==> src/rtl/fp16_mult_arbiter_if.sv <==
// Bundle of request, multiplier-side and response signals around the FP16 multiplier arbiter.
// Latency: none (wires only).
// Backpressure: per-requester valid/ready on the request side; the response bus has no backpressure.
//
// Ports (as seen from the arbiter, i.e. the slave modport):
//   req_valid/req_ready  per-requester handshake, req_a/req_b packed 16 bits per requester
//   mul_valid/mul_a/mul_b issue towards the multiplier, mul_result/mul_flags back from it
//   rsp_valid/rsp_id/rsp_result/rsp_flags  shared ID-tagged response bus
interface fp16_mult_arbiter_if #(
    parameter int NUM_REQ = 4
);
    localparam int IDW = (NUM_REQ > 1) ? $clog2(NUM_REQ) : 1;

    logic [NUM_REQ-1:0]    req_valid;
    logic [NUM_REQ-1:0]    req_ready;
    logic [16*NUM_REQ-1:0] req_a;
    logic [16*NUM_REQ-1:0] req_b;

    logic                  mul_valid;
    logic [15:0]           mul_a;
    logic [15:0]           mul_b;
    logic [15:0]           mul_result;
    logic [4:0]            mul_flags;

    logic                  rsp_valid;
    logic [IDW-1:0]        rsp_id;
    logic [15:0]           rsp_result;
    logic [4:0]            rsp_flags;

    // Environment side: requesters plus the multiplier itself.
    modport master (
        output req_valid, req_a, req_b, mul_result, mul_flags,
        input  req_ready, mul_valid, mul_a, mul_b,
               rsp_valid, rsp_id, rsp_result, rsp_flags
    );

    // Arbiter side.
    modport slave (
        input  req_valid, req_a, req_b, mul_result, mul_flags,
        output req_ready, mul_valid, mul_a, mul_b,
               rsp_valid, rsp_id, rsp_result, rsp_flags
    );
endinterface

==> src/rtl/fp16_mult_arbiter.sv <==
// Round-robin arbiter sharing one FP16 multiplier among NUM_REQ requesters, ID-tagged responses.
// Latency: handshake in T -> mul_valid in T+1 -> rsp_valid in T+2+MUL_LAT.
// Backpressure: combinational req_ready, throttled per requester at MAX_OUT outstanding; responses cannot stall.
//
// Ports:
//   clk, rst   rising-edge clock, synchronous active-high reset
//   bus        fp16_mult_arbiter_if.slave: request handshakes, multiplier issue/return, response bus
module fp16_mult_arbiter #(
    parameter int NUM_REQ = 4,
    parameter int MUL_LAT = 0,
    parameter int MAX_OUT = 3
) (
    input  logic                clk,
    input  logic                rst,
    fp16_mult_arbiter_if.slave  bus
);
    localparam int IDW = (NUM_REQ > 1) ? $clog2(NUM_REQ) : 1;
    localparam int CW  = $clog2(MAX_OUT + 1);

    typedef struct packed {
        logic           vld;
        logic [IDW-1:0] id;
    } tag_t;

    // Registered state
    logic [IDW-1:0] prio_ptr_q;
    logic           mul_valid_q;
    logic [15:0]    mul_a_q;
    logic [15:0]    mul_b_q;
    logic [IDW-1:0] mul_id_q;
    logic           rsp_valid_q;
    logic [IDW-1:0] rsp_id_q;
    logic [15:0]    rsp_result_q;
    logic [4:0]     rsp_flags_q;
    logic [CW-1:0]  out_cnt_q [NUM_REQ];

    // Grant logic
    logic [NUM_REQ-1:0] elig;
    logic [NUM_REQ-1:0] gnt;
    logic               gnt_vld;
    logic [IDW-1:0]     gnt_id;
    logic [IDW:0]       scan;

    always_comb begin
        elig    = '0;
        gnt     = '0;
        gnt_vld = 1'b0;
        gnt_id  = '0;
        scan    = '0;
        // Registered counts only: a response retiring this cycle frees the slot next cycle.
        for (int i = 0; i < NUM_REQ; i++) begin
            elig[i] = bus.req_valid[i] && (out_cnt_q[i] < CW'(MAX_OUT));
        end
        // First eligible requester at or after the pointer, wrapping.
        for (int k = 0; k < NUM_REQ; k++) begin
            scan = {1'b0, prio_ptr_q} + (IDW+1)'(k);
            if (scan >= (IDW+1)'(NUM_REQ)) begin
                scan = scan - (IDW+1)'(NUM_REQ);
            end
            if (!gnt_vld && elig[scan[IDW-1:0]]) begin
                gnt_vld = 1'b1;
                gnt_id  = scan[IDW-1:0];
            end
        end
        if (rst) begin
            gnt_vld = 1'b0;
        end
        if (gnt_vld) begin
            gnt[gnt_id] = 1'b1;
        end
    end

    assign bus.req_ready = gnt;

    // Tag pipeline: {valid, id} follows the issue register so it lines up with mul_result.
    tag_t issue_tag;
    tag_t tag_out;

    assign issue_tag = '{vld: mul_valid_q, id: mul_id_q};

    generate
        if (MUL_LAT == 0) begin : g_comb_mul
            assign tag_out = issue_tag;
        end else begin : g_pipe_mul
            tag_t tag_q [MUL_LAT];
            always_ff @(posedge clk) begin
                if (rst) begin
                    for (int s = 0; s < MUL_LAT; s++) begin
                        tag_q[s] <= '0;
                    end
                end else begin
                    tag_q[0] <= issue_tag;
                    for (int s = 1; s < MUL_LAT; s++) begin
                        tag_q[s] <= tag_q[s-1];
                    end
                end
            end
            assign tag_out = tag_q[MUL_LAT-1];
        end
    endgenerate

    always_ff @(posedge clk) begin
        if (rst) begin
            prio_ptr_q   <= '0;
            mul_valid_q  <= 1'b0;
            mul_a_q      <= '0;
            mul_b_q      <= '0;
            mul_id_q     <= '0;
            rsp_valid_q  <= 1'b0;
            rsp_id_q     <= '0;
            rsp_result_q <= '0;
            rsp_flags_q  <= '0;
            for (int i = 0; i < NUM_REQ; i++) begin
                out_cnt_q[i] <= '0;
            end
        end else begin
            // Issue register: operands hold when idle, only the valid drops.
            mul_valid_q <= gnt_vld;
            if (gnt_vld) begin
                mul_a_q    <= bus.req_a[{gnt_id, 4'b0000} +: 16];
                mul_b_q    <= bus.req_b[{gnt_id, 4'b0000} +: 16];
                mul_id_q   <= gnt_id;
                prio_ptr_q <= (gnt_id == IDW'(NUM_REQ - 1)) ? '0 : gnt_id + 1'b1;
            end

            // Response register: one-cycle pulse, data fields hold otherwise.
            rsp_valid_q <= tag_out.vld;
            if (tag_out.vld) begin
                rsp_id_q     <= tag_out.id;
                rsp_result_q <= bus.mul_result;
                rsp_flags_q  <= bus.mul_flags;
            end

            // Outstanding counts: the retiring response is the one currently on rsp_*.
            for (int i = 0; i < NUM_REQ; i++) begin
                if ((gnt_vld && gnt_id == IDW'(i)) && !(rsp_valid_q && rsp_id_q == IDW'(i))) begin
                    out_cnt_q[i] <= out_cnt_q[i] + 1'b1;
                end else if (!(gnt_vld && gnt_id == IDW'(i)) && (rsp_valid_q && rsp_id_q == IDW'(i))) begin
                    out_cnt_q[i] <= out_cnt_q[i] - 1'b1;
                end
            end
        end
    end

    assign bus.mul_valid  = mul_valid_q;
    assign bus.mul_a      = mul_a_q;
    assign bus.mul_b      = mul_b_q;
    assign bus.rsp_valid  = rsp_valid_q;
    assign bus.rsp_id     = rsp_id_q;
    assign bus.rsp_result = rsp_result_q;
    assign bus.rsp_flags  = rsp_flags_q;
endmodule

==> src/flat_wrapper.sv <==
// flat-port wrapper written by rule: the top's interface ports become plain ports
module fp16_mult_arbiter_flat 
#(
    parameter int NUM_REQ = 4,
    parameter int MUL_LAT = 0,
    parameter int MAX_OUT = 3
)
  (clk, rst, bus_req_valid, bus_req_a, bus_req_b, bus_mul_result, bus_mul_flags, bus_req_ready, bus_mul_valid, bus_mul_a, bus_mul_b, bus_rsp_valid, bus_rsp_id, bus_rsp_result, bus_rsp_flags);
  fp16_mult_arbiter_if #(.NUM_REQ(NUM_REQ)) bus_i ();
  input  logic clk;
  input  logic rst;
  input wire logic [$bits(bus_i.req_valid)-1:0] bus_req_valid;
  input wire logic [$bits(bus_i.req_a)-1:0] bus_req_a;
  input wire logic [$bits(bus_i.req_b)-1:0] bus_req_b;
  input wire logic [$bits(bus_i.mul_result)-1:0] bus_mul_result;
  input wire logic [$bits(bus_i.mul_flags)-1:0] bus_mul_flags;
  output wire logic [$bits(bus_i.req_ready)-1:0] bus_req_ready;
  output wire logic [$bits(bus_i.mul_valid)-1:0] bus_mul_valid;
  output wire logic [$bits(bus_i.mul_a)-1:0] bus_mul_a;
  output wire logic [$bits(bus_i.mul_b)-1:0] bus_mul_b;
  output wire logic [$bits(bus_i.rsp_valid)-1:0] bus_rsp_valid;
  output wire logic [$bits(bus_i.rsp_id)-1:0] bus_rsp_id;
  output wire logic [$bits(bus_i.rsp_result)-1:0] bus_rsp_result;
  output wire logic [$bits(bus_i.rsp_flags)-1:0] bus_rsp_flags;
  assign bus_i.req_valid = bus_req_valid;
  assign bus_i.req_a = bus_req_a;
  assign bus_i.req_b = bus_req_b;
  assign bus_i.mul_result = bus_mul_result;
  assign bus_i.mul_flags = bus_mul_flags;
  assign bus_req_ready = bus_i.req_ready;
  assign bus_mul_valid = bus_i.mul_valid;
  assign bus_mul_a = bus_i.mul_a;
  assign bus_mul_b = bus_i.mul_b;
  assign bus_rsp_valid = bus_i.rsp_valid;
  assign bus_rsp_id = bus_i.rsp_id;
  assign bus_rsp_result = bus_i.rsp_result;
  assign bus_rsp_flags = bus_i.rsp_flags;
  fp16_mult_arbiter #(.NUM_REQ(NUM_REQ), .MUL_LAT(MUL_LAT), .MAX_OUT(MAX_OUT)) u_core (.clk(clk), .rst(rst), .bus(bus_i));
endmodule
==> config.mk <==
export PLATFORM = sky130hd
export DESIGN_NAME = fp16_mult_arbiter_flat
export DESIGN_NICKNAME = d
export VERILOG_FILES = /design/src/rtl/fp16_mult_arbiter_if.sv /design/src/rtl/fp16_mult_arbiter.sv /design/src/flat_wrapper.sv
export SDC_FILE = /design/constraint.sdc
export NUM_CORES = 1
export LEC_CHECK = 0
export CAP_MARGIN = 40
export CELL_PAD_IN_SITES_DETAIL_PLACEMENT = 1
export CELL_PAD_IN_SITES_GLOBAL_PLACEMENT = 1
export CORE_ASPECT_RATIO = 0.6
export CORE_UTILIZATION = 24
export DETAILED_ROUTE_END_ITERATION = 10
export PLACE_DENSITY_LB_ADDON = 0.1
export SLEW_MARGIN = 40
export SYNTH_ARGS = -nofsm -noshare
export SYNTH_HDL_FRONTEND = slang
export SYNTH_SLANG_ARGS = --single-unit
==> constraint.sdc <==
create_clock -name clk -period 2.1 [get_ports clk]
set_input_delay 0.21 -clock clk [delete_from_list [all_inputs] [get_ports clk]]
set_output_delay 0.21 -clock clk [all_outputs]
set_load 0.005 [all_outputs]
==> summary.md, run 1 <==
| Metric | Value |
|---|---|
| Post-synthesis simple-gate area fraction | `0.130` |
| Crit start category | `register` |
| Iter 0 DRT Violations | `38` |
| Fmax | `453 MHz` |
| Adder-cell share of the synthesized area | `0.00353` |
| Overflow after GRT | `0` |
| Post-synthesis compound-gate area fraction | `0.141` |
| Hold Vio Cnt, Final | `0` |
| Worst EP required | `2.27 ns` |
| Vias in the first global route | `3,733` |
| Cts-stage hold buffer count | `0` |
| CTS H-tree depth | `3` |
| Initial antenna violation count | `0` |
| IO Count | `between 200 and 250` |
| Initial Util | `0.253` |
| Total core area | `14,000 um^2` |
| Final Util | `0.503` |
| Worst IR Drop VDD | `0.484 mV` |
| Net switching power | `2.22 mW` |
| Fin crit share | `1.05` |
| Via density | `4.57` |
| Clk pin slew, worst setup/hold paths | `0.06 ns` |
| Yosys warns | `0` |
| CTS Buffer Depth | `2` |
| CTS tree | `built` |
| Mapped Area | `3550 um^2` |
| DPL Wire Length | `10,000 um` |
| Critical Path End Type | `register` |
| Number of max-cap violations | `0` |
| Sw frac | `0.327` |
| Mux cell area share after synthesis | `0.248` |
| DP Worst Slack | `-0.435 ns` |
| GRT Total Usage | `0.169` |
| Post-route setup slack | `-0.109 ns` |
| Setup Skew | `roughly 0.011 ns` |
| Ys async rst share | `0` |
| First-pass GRT wire length | `20,200 um` |
| Wirelength, routed | `14,300 um` |
| Leak Pwr | `roughly 2.9 nW` |
| Crit. Startpoint | `u_core.out_cnt_q[2][0]` |
| Largest net degree at the start of global routing | `38` |
| DR WL/cell | `17.6 um` |
| PortBufs | `around 220` |
| Number of nets in the layout | `772` |
| Flop pwr share | `0.278` |
| Die Y | `96.2 um` |
| Hold Path Class | `register to register` |
| Final Setup Violations | `41` |
| Syn Area/Cell | `10.2 um^2` |
| Slew Viols, Final | `0` |
| WP data arrival | `2.38 ns` |
| Clock sink total | `69` |
| P_int | `between 4 and 5 mW` |
| Post-synthesis net count | `505` |
| CTS buffer count | `9` |
| Slew @ Worst Pin | `0.408 ns` |
| Die ar. | `~15,000 um^2` |
| Relative max-transition margin | `0.728` |
| CTS root buffer | `clkbuf_16` |
| Post-synthesis sequential area ratio | `0.412` |
| Clk pwr share | `0.205` |
| Post-synth cell types | `46` |
| EDFF count, synth | `8` |
| Period minus WS final | `2.21 ns` |
| RR Startpoint | `u_core.out_cnt_q[2][0]` |
| Syn-to-layout area delta | `98.9%` |
| Ys flop type | `dfxtp_1` |
| Via Count | `3,717` |
| GP Congestion | `~0.8` |
| Worst-Skew Late Latency | `0.32 ns` |
| Setup TNS | `-1.98 ns` |
| Main combinational cell family by area after synthesis | `multiplexers` |
| Comb pwr share | `0.518` |
| Cell area power density | `961 nW/um^2` |
| Die Wd | `approximately 160 um` |
| Synth Register Bits | `69` |
| ANT nets after route | `0` |
| Crit path kind | `register to register` |
| DR pass1 iterations | `4` |
| N_diodes | `0` |
| Outcome | `complete, but fails checks` |
| Residual DRC | `0` |
| Failing checks | `setup timing` |
| Cell count after synthesis | `349` |
| FP Rows | `33` |
| Xor-xnor portion of the synthesized cell area | `0.0148` |
| Critical hold path startpoint | `u_core.bus.mul_a[6]` |
| Share of cells above drive strength 1 | `0.248` |
| Critical Path Fanout Max | `6` |
| RSZ-0062 raised after global routing | `true` |
## power by group through the flow
stage          registers, mW  clock network [mW]  logic [mW]
2_1_floorplan           1.88                   0        1.35
3_3_place_gp            1.88                   0        2.71
3_5_place_dp            1.89                   0        2.75
4_1_cts                 1.87                1.44        3.07
5_1_grt                 1.92                1.49        3.75
6_report                1.88                1.39        3.51
## cells in the mapped netlist (3+ instances only)
master | instances | share of area
nand2b_1 | 3 | 0.0053
buf_6 | 6 | 0.019
buf_1 | 5 | 0.0053
xnor2_1 | 3 | 0.0074
buf_2 | 3 | 0.0042
nor2_1 | 31 | 0.033
nand2_1 | 38 | 0.040
mux2i_1 | 88 | 0.25
o221ai_1 | 31 | 0.077
buf_4 | 5 | 0.011
dfxtp_1 | 61 | 0.34
xor2_1 | 3 | 0.0074
inv_1 | 3 | 0.0032
clkbuf_1 | 8 | 0.0085
nand3_1 | 6 | 0.0085
a21oi_1 | 7 | 0.0099
nand3b_1 | 3 | 0.0063
or3_1 | 3 | 0.0053
edfxtp_1 | 8 | 0.068
## path summary, 6_finish.rpt
kind	endpoint	slack, ns	cells after the start
max	u_core.out_cnt_q[3][0]	-0.11	9
min	u_core.bus.mul_a[6]	0.47	2
max reg2reg	u_core.out_cnt_q[3][0]	-0.11	9
min reg2reg	u_core.bus.mul_a[6]	0.47	2
## timing repair
action                     CTS  global route
gates cloned                 1             4
setup endpoints to repair   45            50
resized for setup           44            46
setup buffers               20            10
pin swaps                   20            10
## sequential cells by signal, summed over array words and instances, names as in the netlist
register,count
u_core.out_cnt_q,8
u_core.bus.rsp_flags,5
u_core.bus.mul_b,16
u_core.bus.rsp_valid,1
u_core.bus.rsp_id,2
u_core.prio_ptr_q,2
u_core.bus.mul_valid,1
u_core.bus.mul_a,16
u_core.bus.rsp_result,16
u_core.mul_id_q,2
## critical path, stage by stage (launching register included)
cell and delay (ns):
edfxtp_1 0.41, a21bo_4 0.27, or3_4 0.36, o211ai_4 0.10, buf_6 0.14, nor4_4 0.05
buf_4 0.15, buf_6 0.11, or3_4 0.34, a21oi_2 0.13
## layer usage
metal	vias up	wire (um)	GRT usage
met3	6	969	0.0612
met2	110	6940	0.290
li1	1826	-	-
met1	1775	6340	0.207
met4	0	90	0.0329
met5	-	0	0
## through the flow
step	cell area [um^2]	power (mW)	hold WS, ns	std cells
finish	7060	6.78	0.466	813
global route	7060	7.16	0.489	813
CTS	6670	6.38	0.473	800
detailed placement	6140	4.64	0.452	766
global placement	6140	4.58	0.445	766
floorplan	3550	3.23	0.299	349
## layout make-up
cell class,count,area [um^2]
Clock buffer,10,229
Clock inverter,6,38.8
Fill cell,1523,6980
Inverter,3,11.3
Multi-Input combinational cell,250,2230
Sequential cell,69,1460
Tap cell,192,240
Timing Repair Buffer,283,2850
## cells by family after synthesis
| family | after synthesis |
|---|---|
| adder cells (fa/ha/maj) | 1 |
| buffers and inverters | 30 |
| XOR/XNOR | 6 |
| AND/OR/NAND/NOR | 98 |
| multiplexers | 88 |
| flip-flops | 69 |
| AO/OA/AOI/OAI | 57 |
## layout by cell type, fill, tap and decap left out, types with 5 or more instances in the layout
cell and n:
a21oi_1 6, buf_12 9, buf_4 46, buf_6 10
clkbuf_16 12, clkdlybuf4s50_1 211, dfxtp_1 60, edfxtp_1 8
mux2i_1 82, mux2i_2 5, nand2_1 37, nand3_1 5
nor2_1 30, o221ai_2 29
(Power assumes the default switching activity.)
==> run 2: changes to the inputs <==
--- a/config.mk
+++ b/config.mk
@@ -9,6 +9,7 @@
 export CELL_PAD_IN_SITES_DETAIL_PLACEMENT = 1
 export CELL_PAD_IN_SITES_GLOBAL_PLACEMENT = 1
 export CORE_ASPECT_RATIO = 0.6
+export CORE_MARGIN = 4
 export CORE_UTILIZATION = 24
 export DETAILED_ROUTE_END_ITERATION = 10
 export PLACE_DENSITY_LB_ADDON = 0.1
==> run 2 against run 1 <==
Effect of this change:
- the flow still finishes with violations (setup timing)
- critical path depth unchanged
- clock power up 14%
- hold slack worse by 0.0089 ns
- maximum frequency down 1.6%
- cell count up 0.74%
- sequential share of layout area down 1.0 points
- non-clock buffer count unchanged
- first-iteration DRC count up 82%
==> summary.md, run 2 (synthesized netlist as in run 1, its figures left out) <==
| Metric | Value |
|---|---|
| Die Y | `102 um (+6.2%)` |
| Hold Path Class | `register to register` |
| Critical Path End Type | `register` |
| Slew Viols, Final | `0 (unchanged)` |
| Overflow after GRT | `0 (unchanged)` |
| First-pass GRT wire length | `23,000 um (+14%)` |
| Die ar. | `16,900 um^2 (+10%)` |
| ANT nets after route | `0 (unchanged)` |
| Outcome | `complete, but fails checks` |
| CTS root buffer | `clkbuf_16` |
| CTS tree | `built` |
| Critical path, cell by cell | `a21bo_4 > or3_4 > buf_6 > o211ai_4 > buf_12 > buf_4 > buf_12 > mux2i_1 > o221ai_1` |
| Via Count | `3,763 (+1.2%)` |
| Number of nets in the layout | `772 (unchanged)` |
| N_diodes | `0 (unchanged)` |
| Via density | `4.59 (+0.50%)` |
| Cts-stage hold buffer count | `0 (unchanged)` |
| Largest net degree at the start of global routing | `41 (+7.9%)` |
| DR pass1 iterations | `4 (unchanged)` |
| Clock sink total | `69 (unchanged)` |
| Worst-Skew Late Latency | `0.34 ns (+0.02 ns)` |
| Fin crit share | `1.07 (+0.0172)` |
| Clk pin slew, worst setup/hold paths | `0.06 ns (about the same)` |
| Hold slack | `0.457 ns (-0.00892 ns)` |
| Vias in the first global route | `4,118 (+10%)` |
| FP Rows | `34 (+3.0%)` |
| Most frequent cells in the layout | `211 x clkdlybuf4s50_1, 67 x mux2i_1, 61 x dfxtp_1` |
| Period minus WS final | `2.24 ns (+0.0362 ns)` |
| PortBufs | `215 (unchanged)` |
| Die Wd | `165 um (+3.8%)` |
| Syn-to-layout area delta | `109%` |
| Top cell by count, worst path | `buf_12` |
| Worst EP required | `2.31 ns (+0.04 ns)` |
| CTS buffer count | `9 (unchanged)` |
| Post-route setup slack | `-0.145 ns (-0.0362 ns)` |
| DR WL/cell | `19.3 um (+9.3%)` |
| Final Setup Violations | `46 (+12%)` |
| Cell area power density | `1010 nW/um^2 (+4.8%)` |
| GRT Total Usage | `0.179 (+0.00949)` |
| Number of max-cap violations | `0 (unchanged)` |
| CTS H-tree depth | `3 (unchanged)` |
| Total core area | `14,500 um^2 (+3.0%)` |
| Wirelength, routed | `15,800 um (+10%)` |
| Top Family by Delay on Critical Path | `buffers and inverters` |
| Hold Vio Cnt, Final | `0 (unchanged)` |
| Crit path kind | `register to register` |
| WP data arrival | `2.45 ns (+0.07 ns)` |
| Residual DRC | `0 (unchanged)` |
| Relative max-transition margin | `0.721 (-0.00701)` |
| IO Count | `216 (unchanged)` |
| GP Congestion | `0.744 (-6.9%)` |
| Most Crowded Layer GR | `met2` |
| RSZ-0062 raised after global routing | `true` |
| Failing checks | `setup timing` |
| CTS Buffer Depth | `2 (unchanged)` |
| Commonest non-fill, non-tap cell in the layout | `clkdlybuf4s50_1` |
| Setup TNS | `-3.28 ns (-1.30 ns)` |
| R2r setup slk | `-0.14 ns (-0.04 ns)` |
| Fmax | `445 MHz (-1.6%)` |
| Met2 global-route usage | `0.319 (+0.0294)` |
| Global-route met1 utilization | `0.210 (+0.00318)` |
| DPL Wire Length | `10,500 um (+4.9%)` |
| Buf+Inv Stages, Crit Path | `4 (+1)` |
| Iter 0 DRT Violations | `69 (+82%)` |
| Worst IR Drop VDD | `0.401 mV (-17%)` |
| Max incr delay on CP | `0.41 ns (about the same)` |
| Met3 global-route usage | `0.0609 (-0.000318)` |
| Initial antenna violation count | `0 (unchanged)` |
| Setup Skew | `0.0124 ns (+0.00180 ns)` |
| Slowest cell on crit path | `edfxtp_1` |
| Crit start category | `register` |
| Critical Path Fanout Max | `11 (+5)` |
| Slew @ Worst Pin | `0.417 ns (+0.00921 ns)` |
| Leak Pwr | `2.96 nW (+1.7%)` |
| Share of cells above drive strength 1 | `0.277 (+0.0290)` |
| Initial Util | `0.245 (-0.00743)` |
run 2: what timing repair did:
item,in CTS,in global routing
setup endpoints to repair,45,51
gates cloned,8,0
pin swaps,27,15
endpoints found under the hold margin,0,0
gates resized for setup,95,33
buffers inserted,26,11
run 2: cell type report:
| cell class | instances | area, um^2 |
|---|---|---|
| sequential | 69 | 1460 |
| clock buffer | 11 | 275 |
| multi-input combinational | 250 | 2380 |
| tap | 198 | 248 |
| timing repair buffer | 283 | 2990 |
| fill | 1557 | 7050 |
| inverter | 3 | 11.3 |
| clock inverter | 5 | 37.5 |
run 2: power breakdown:
part | total [mW] | switching [mW] | internal [mW]
Sequential | 1.89 | 0.227 | 1.66
Combinational | 3.98 | 1.58 | 2.40
Clock | 1.59 | 0.637 | 0.949
run 2: path summary, 6_finish.rpt:
path | startpoint | end | cells past startpoint
worst min register to register | u_core.mul_id_q[0] | u_core.mul_id_q[0] | 2
worst max-delay path | u_core.out_cnt_q[2][0] | u_core.bus.mul_b[12] | 9
worst min-delay path | u_core.mul_id_q[0] | u_core.mul_id_q[0] | 2
worst max register to register | u_core.out_cnt_q[2][0] | u_core.bus.mul_b[12] | 9
run 2: metrics by stage:
stage | worst slack [ns] | std cells | instance area (um^2) | total power [mW] | utilization
detailed placement | -0.407 | 764 | 6080 | 4.58 | 0.421
global route | -0.237 | 819 | 7410 | 7.83 | 0.512
finish | -0.145 | 819 | 7410 | 7.46 | 0.512
CTS | -0.178 | 812 | 7200 | 7.28 | 0.498
global placement | -0.411 | 764 | 6080 | 4.52 | 0.421
floorplan | 0.0872 | 349 | 3550 | 3.23 | -
run 2: per-layer routing:
metal / up-vias / wire [um]
li1: 1828 / -
met1: 1808 / 6300
met2: 109 / 8200
met3: 18 / 1060
met4: 0 / 228
met5: - / 0
run 2: worst reg2reg max path, delay by kind of cell (launching register included):
family          cells  cell delay (ns)
buf+inv             4             0.59
compound gates      3             0.48
flops               1             0.41
simple gates        1             0.36
mux                 1             0.28
==> run 3: changes to the inputs <==
--- a/config.mk
+++ b/config.mk
@@ -6,7 +6,7 @@
 export NUM_CORES = 1
 export LEC_CHECK = 0
 export CAP_MARGIN = 40
-export CELL_PAD_IN_SITES_DETAIL_PLACEMENT = 1
+export CELL_PAD_IN_SITES_DETAIL_PLACEMENT = 0
 export CELL_PAD_IN_SITES_GLOBAL_PLACEMENT = 1
 export CORE_ASPECT_RATIO = 0.6
 export CORE_MARGIN = 4
==> run 3 against run 2 <==
Effect of this change:
- the flow still finishes with violations (setup timing)
- first-iteration DRC count up 35%
- worst setup slack got worse by 0.035 ns
- clock power shrank 9%
- register-to-register slack is essentially flat
- combinational power increased by 3%
- sequential cell count is the same
- sequential share of layout area barely moved
- cell area barely moved
- critical endpoint is now bus_req_ready[2]
- largest power group unchanged
==> summary.md, run 3 (synthesized netlist as in run 1, its figures left out) <==
| Metric | Value |
|---|---|
| Outcome | `complete, but fails checks` |
| Failing checks | `setup timing` |
| Via Count | `3,685 (-2.1%)` |
| DR pass1 iterations | `4 (unchanged)` |
| First-pass GRT wire length | `20,300 um (-12%)` |
| Cell Area, Placed | `6080 um^2 (unchanged)` |
| Syn-to-layout area delta | `109% (about the same)` |
| CTS root buffer | `clkbuf_16` |
| Clock sink total | `69 (unchanged)` |
| Crit start category | `register` |
| Total core area | `14,500 um^2 (unchanged)` |
| Relative max-transition margin | `0.729 (+0.00808)` |
| R2R depth | `9 (unchanged)` |
| Post-route setup slack | `-0.180 ns (-0.0348 ns)` |
| Hold Vio Cnt, Final | `0 (unchanged)` |
| Setup Skew | `0.00983 ns (-0.00257 ns)` |
| Slew Viols, Final | `0 (unchanged)` |
| Slew @ Worst Pin | `0.405 ns (-0.0120 ns)` |
| RSZ-0062 raised after global routing | `true` |
| Hold path depth | `2 (unchanged)` |
| N_diodes | `0 (unchanged)` |
| Overflow after GRT | `0 (unchanged)` |
| CTS Buffer Depth | `2 (unchanged)` |
| Final Cell Area | `7400 um^2 (about the same)` |
| IO Count | `216 (unchanged)` |
| Critical Path End Type | `output pin` |
| Commonest non-fill, non-tap cell in the layout | `clkdlybuf4s50_1` |
| DPL Wire Length | `9330 um (-11%)` |
| Fmax | `439 MHz (-1.5%)` |
| Die Y | `102 um (unchanged)` |
| Fill cells | `1,302 (-16%)` |
| Hold Path Class | `register to register` |
| Comb pwr share | `0.551 (+0.017)` |
| Vias in the first global route | `3,797 (-7.8%)` |
| Die Wd | `165 um (unchanged)` |
| DR WL/cell | `17.4 um (-10%)` |
| PortBufs | `215 (unchanged)` |
| Net switching power | `2.39 mW (-2.1%)` |
| Clk pwr share | `0.195 (-0.018)` |
| CTS H-tree depth | `3 (unchanged)` |
| CTS buffer count | `9 (unchanged)` |
| Crit path kind | `register to output pin` |
| Fin crit share | `1.09 (+0.0166)` |
| WP data arrival | `2.07 ns (-0.38 ns)` |
| DP Worst Slack | `-0.381 ns (+0.0263 ns)` |
| Worst EP required | `1.89 ns (-0.42 ns)` |
| ANT nets after route | `0 (unchanged)` |
| FP Rows | `34 (unchanged)` |
| Worst-Skew Late Latency | `0.34 ns (about the same)` |
| P_int | `5.02 mW (+0.17%)` |
| Iter 0 DRT Violations | `93 (+35%)` |
| Share of cells above drive strength 1 | `0.252 (-0.0246)` |
| Residual DRC | `0 (unchanged)` |
| Critical Path Fanout Max | `4 (-7)` |
| Number of nets in the layout | `785 (+1.7%)` |
| Cts-stage hold buffer count | `0 (unchanged)` |
| Initial Util | `0.245 (unchanged)` |
| GP Congestion | `0.744 (unchanged)` |
| Number of max-cap violations | `0 (unchanged)` |
| Setup TNS | `-4.15 ns (-0.872 ns)` |
| Cell area power density | `1000 nW/um^2 (-0.47%)` |
| Flop pwr share | `0.253 (about the same)` |
| Wirelength, routed | `14,400 um (-8.6%)` |
| Leak Pwr | `3.03 nW (+2.5%)` |
| CTS tree | `built` |
| Final Setup Violations | `48 (+4.3%)` |
| Period minus WS final | `2.28 ns (+0.0348 ns)` |
| Worst IR Drop VDD | `0.453 mV (+13%)` |
| Via density | `4.43 (-3.6%)` |
| Die ar. | `16,900 um^2 (unchanged)` |
| Largest net degree at the start of global routing | `41 (unchanged)` |
| Most frequent cells in the layout | `211 x clkdlybuf4s50_1, 73 x mux2i_1, 61 x dfxtp_1` |
| Initial antenna violation count | `0 (unchanged)` |
| GRT Total Usage | `0.157 (-0.0223)` |
| Sw frac | `0.322 (-0.00493)` |
| Clk pin slew, worst setup/hold paths | `0.07 ns (about the same)` |
## run 3: final timing paths
path	start	endpoint	slack (ns)
worst max-delay path	u_core.out_cnt_q[2][0]	bus_req_ready[2]	-0.18
worst min-delay path	u_core.bus.mul_b[13]	u_core.bus.mul_b[13]	0.46
worst max register to register	u_core.out_cnt_q[2][0]	u_core.bus.mul_b[9]	-0.14
worst min register to register	u_core.bus.mul_b[13]	u_core.bus.mul_b[13]	0.46
## run 3: worst max-delay path, cell delays in order (launching register included)
cell and delay, ns:
edfxtp_1 0.41, a21bo_4 0.25, or3_4 0.39, o211ai_4 0.11, buf_4 0.16, and3b_2 0.21
buf_4 0.12, buf_6 0.09
## run 3: stage by stage
stage	power (mW)	hold slack, ns	instances	utilization
floorplan	3.23	0.299	349	-
global placement	4.52	0.445	764	0.421
detailed placement	4.53	0.449	764	0.421
CTS	7.06	0.467	815	0.484
global route	7.81	0.489	832	0.512
finish	7.42	0.461	832	0.512
## run 3: power groups by stage
| stage | sequential, mW | clock, mW | combinational [mW] |
|---|---|---|---|
| after floorplan | 1.88 | 0 | 1.35 |
| after global placement | 1.88 | 0 | 2.64 |
| after detailed placement | 1.89 | 0 | 2.64 |
| after CTS | 1.87 | 1.50 | 3.69 |
| after global routing | 1.92 | 1.56 | 4.33 |
| final | 1.88 | 1.45 | 4.09 |
## run 3: cell type report
type,instances,area (um^2),share of cell area
multi-input cells,250,2240,0.302
clock buffers,9,225,0.0304
flip-flops and latches,69,1460,0.197
well taps,198,248,0.0335
repair buffers,296,3170,0.428
clock inverters,7,53.8,0.00727
inverters,3,11.3,0.00152
## run 3: routing by layer
layer | vias up | track usage | wire, um
li1 | 1855 | - | -
met1 | 1707 | 0.196 | 6330
met2 | 115 | 0.260 | 6930
met3 | 8 | 0.0597 | 1090
met4 | 0 | 0.0358 | 93
met5 | - | 0 | 0
## run 3: what timing repair did
item / in CTS / in global routing
gates cloned: 8 / 2
gates resized for setup: 55 / 48
buffers inserted: 29 / 17
pin swaps: 28 / 23
setup endpoints to repair: 44 / 53
hold endpoints to repair: 0 / 0
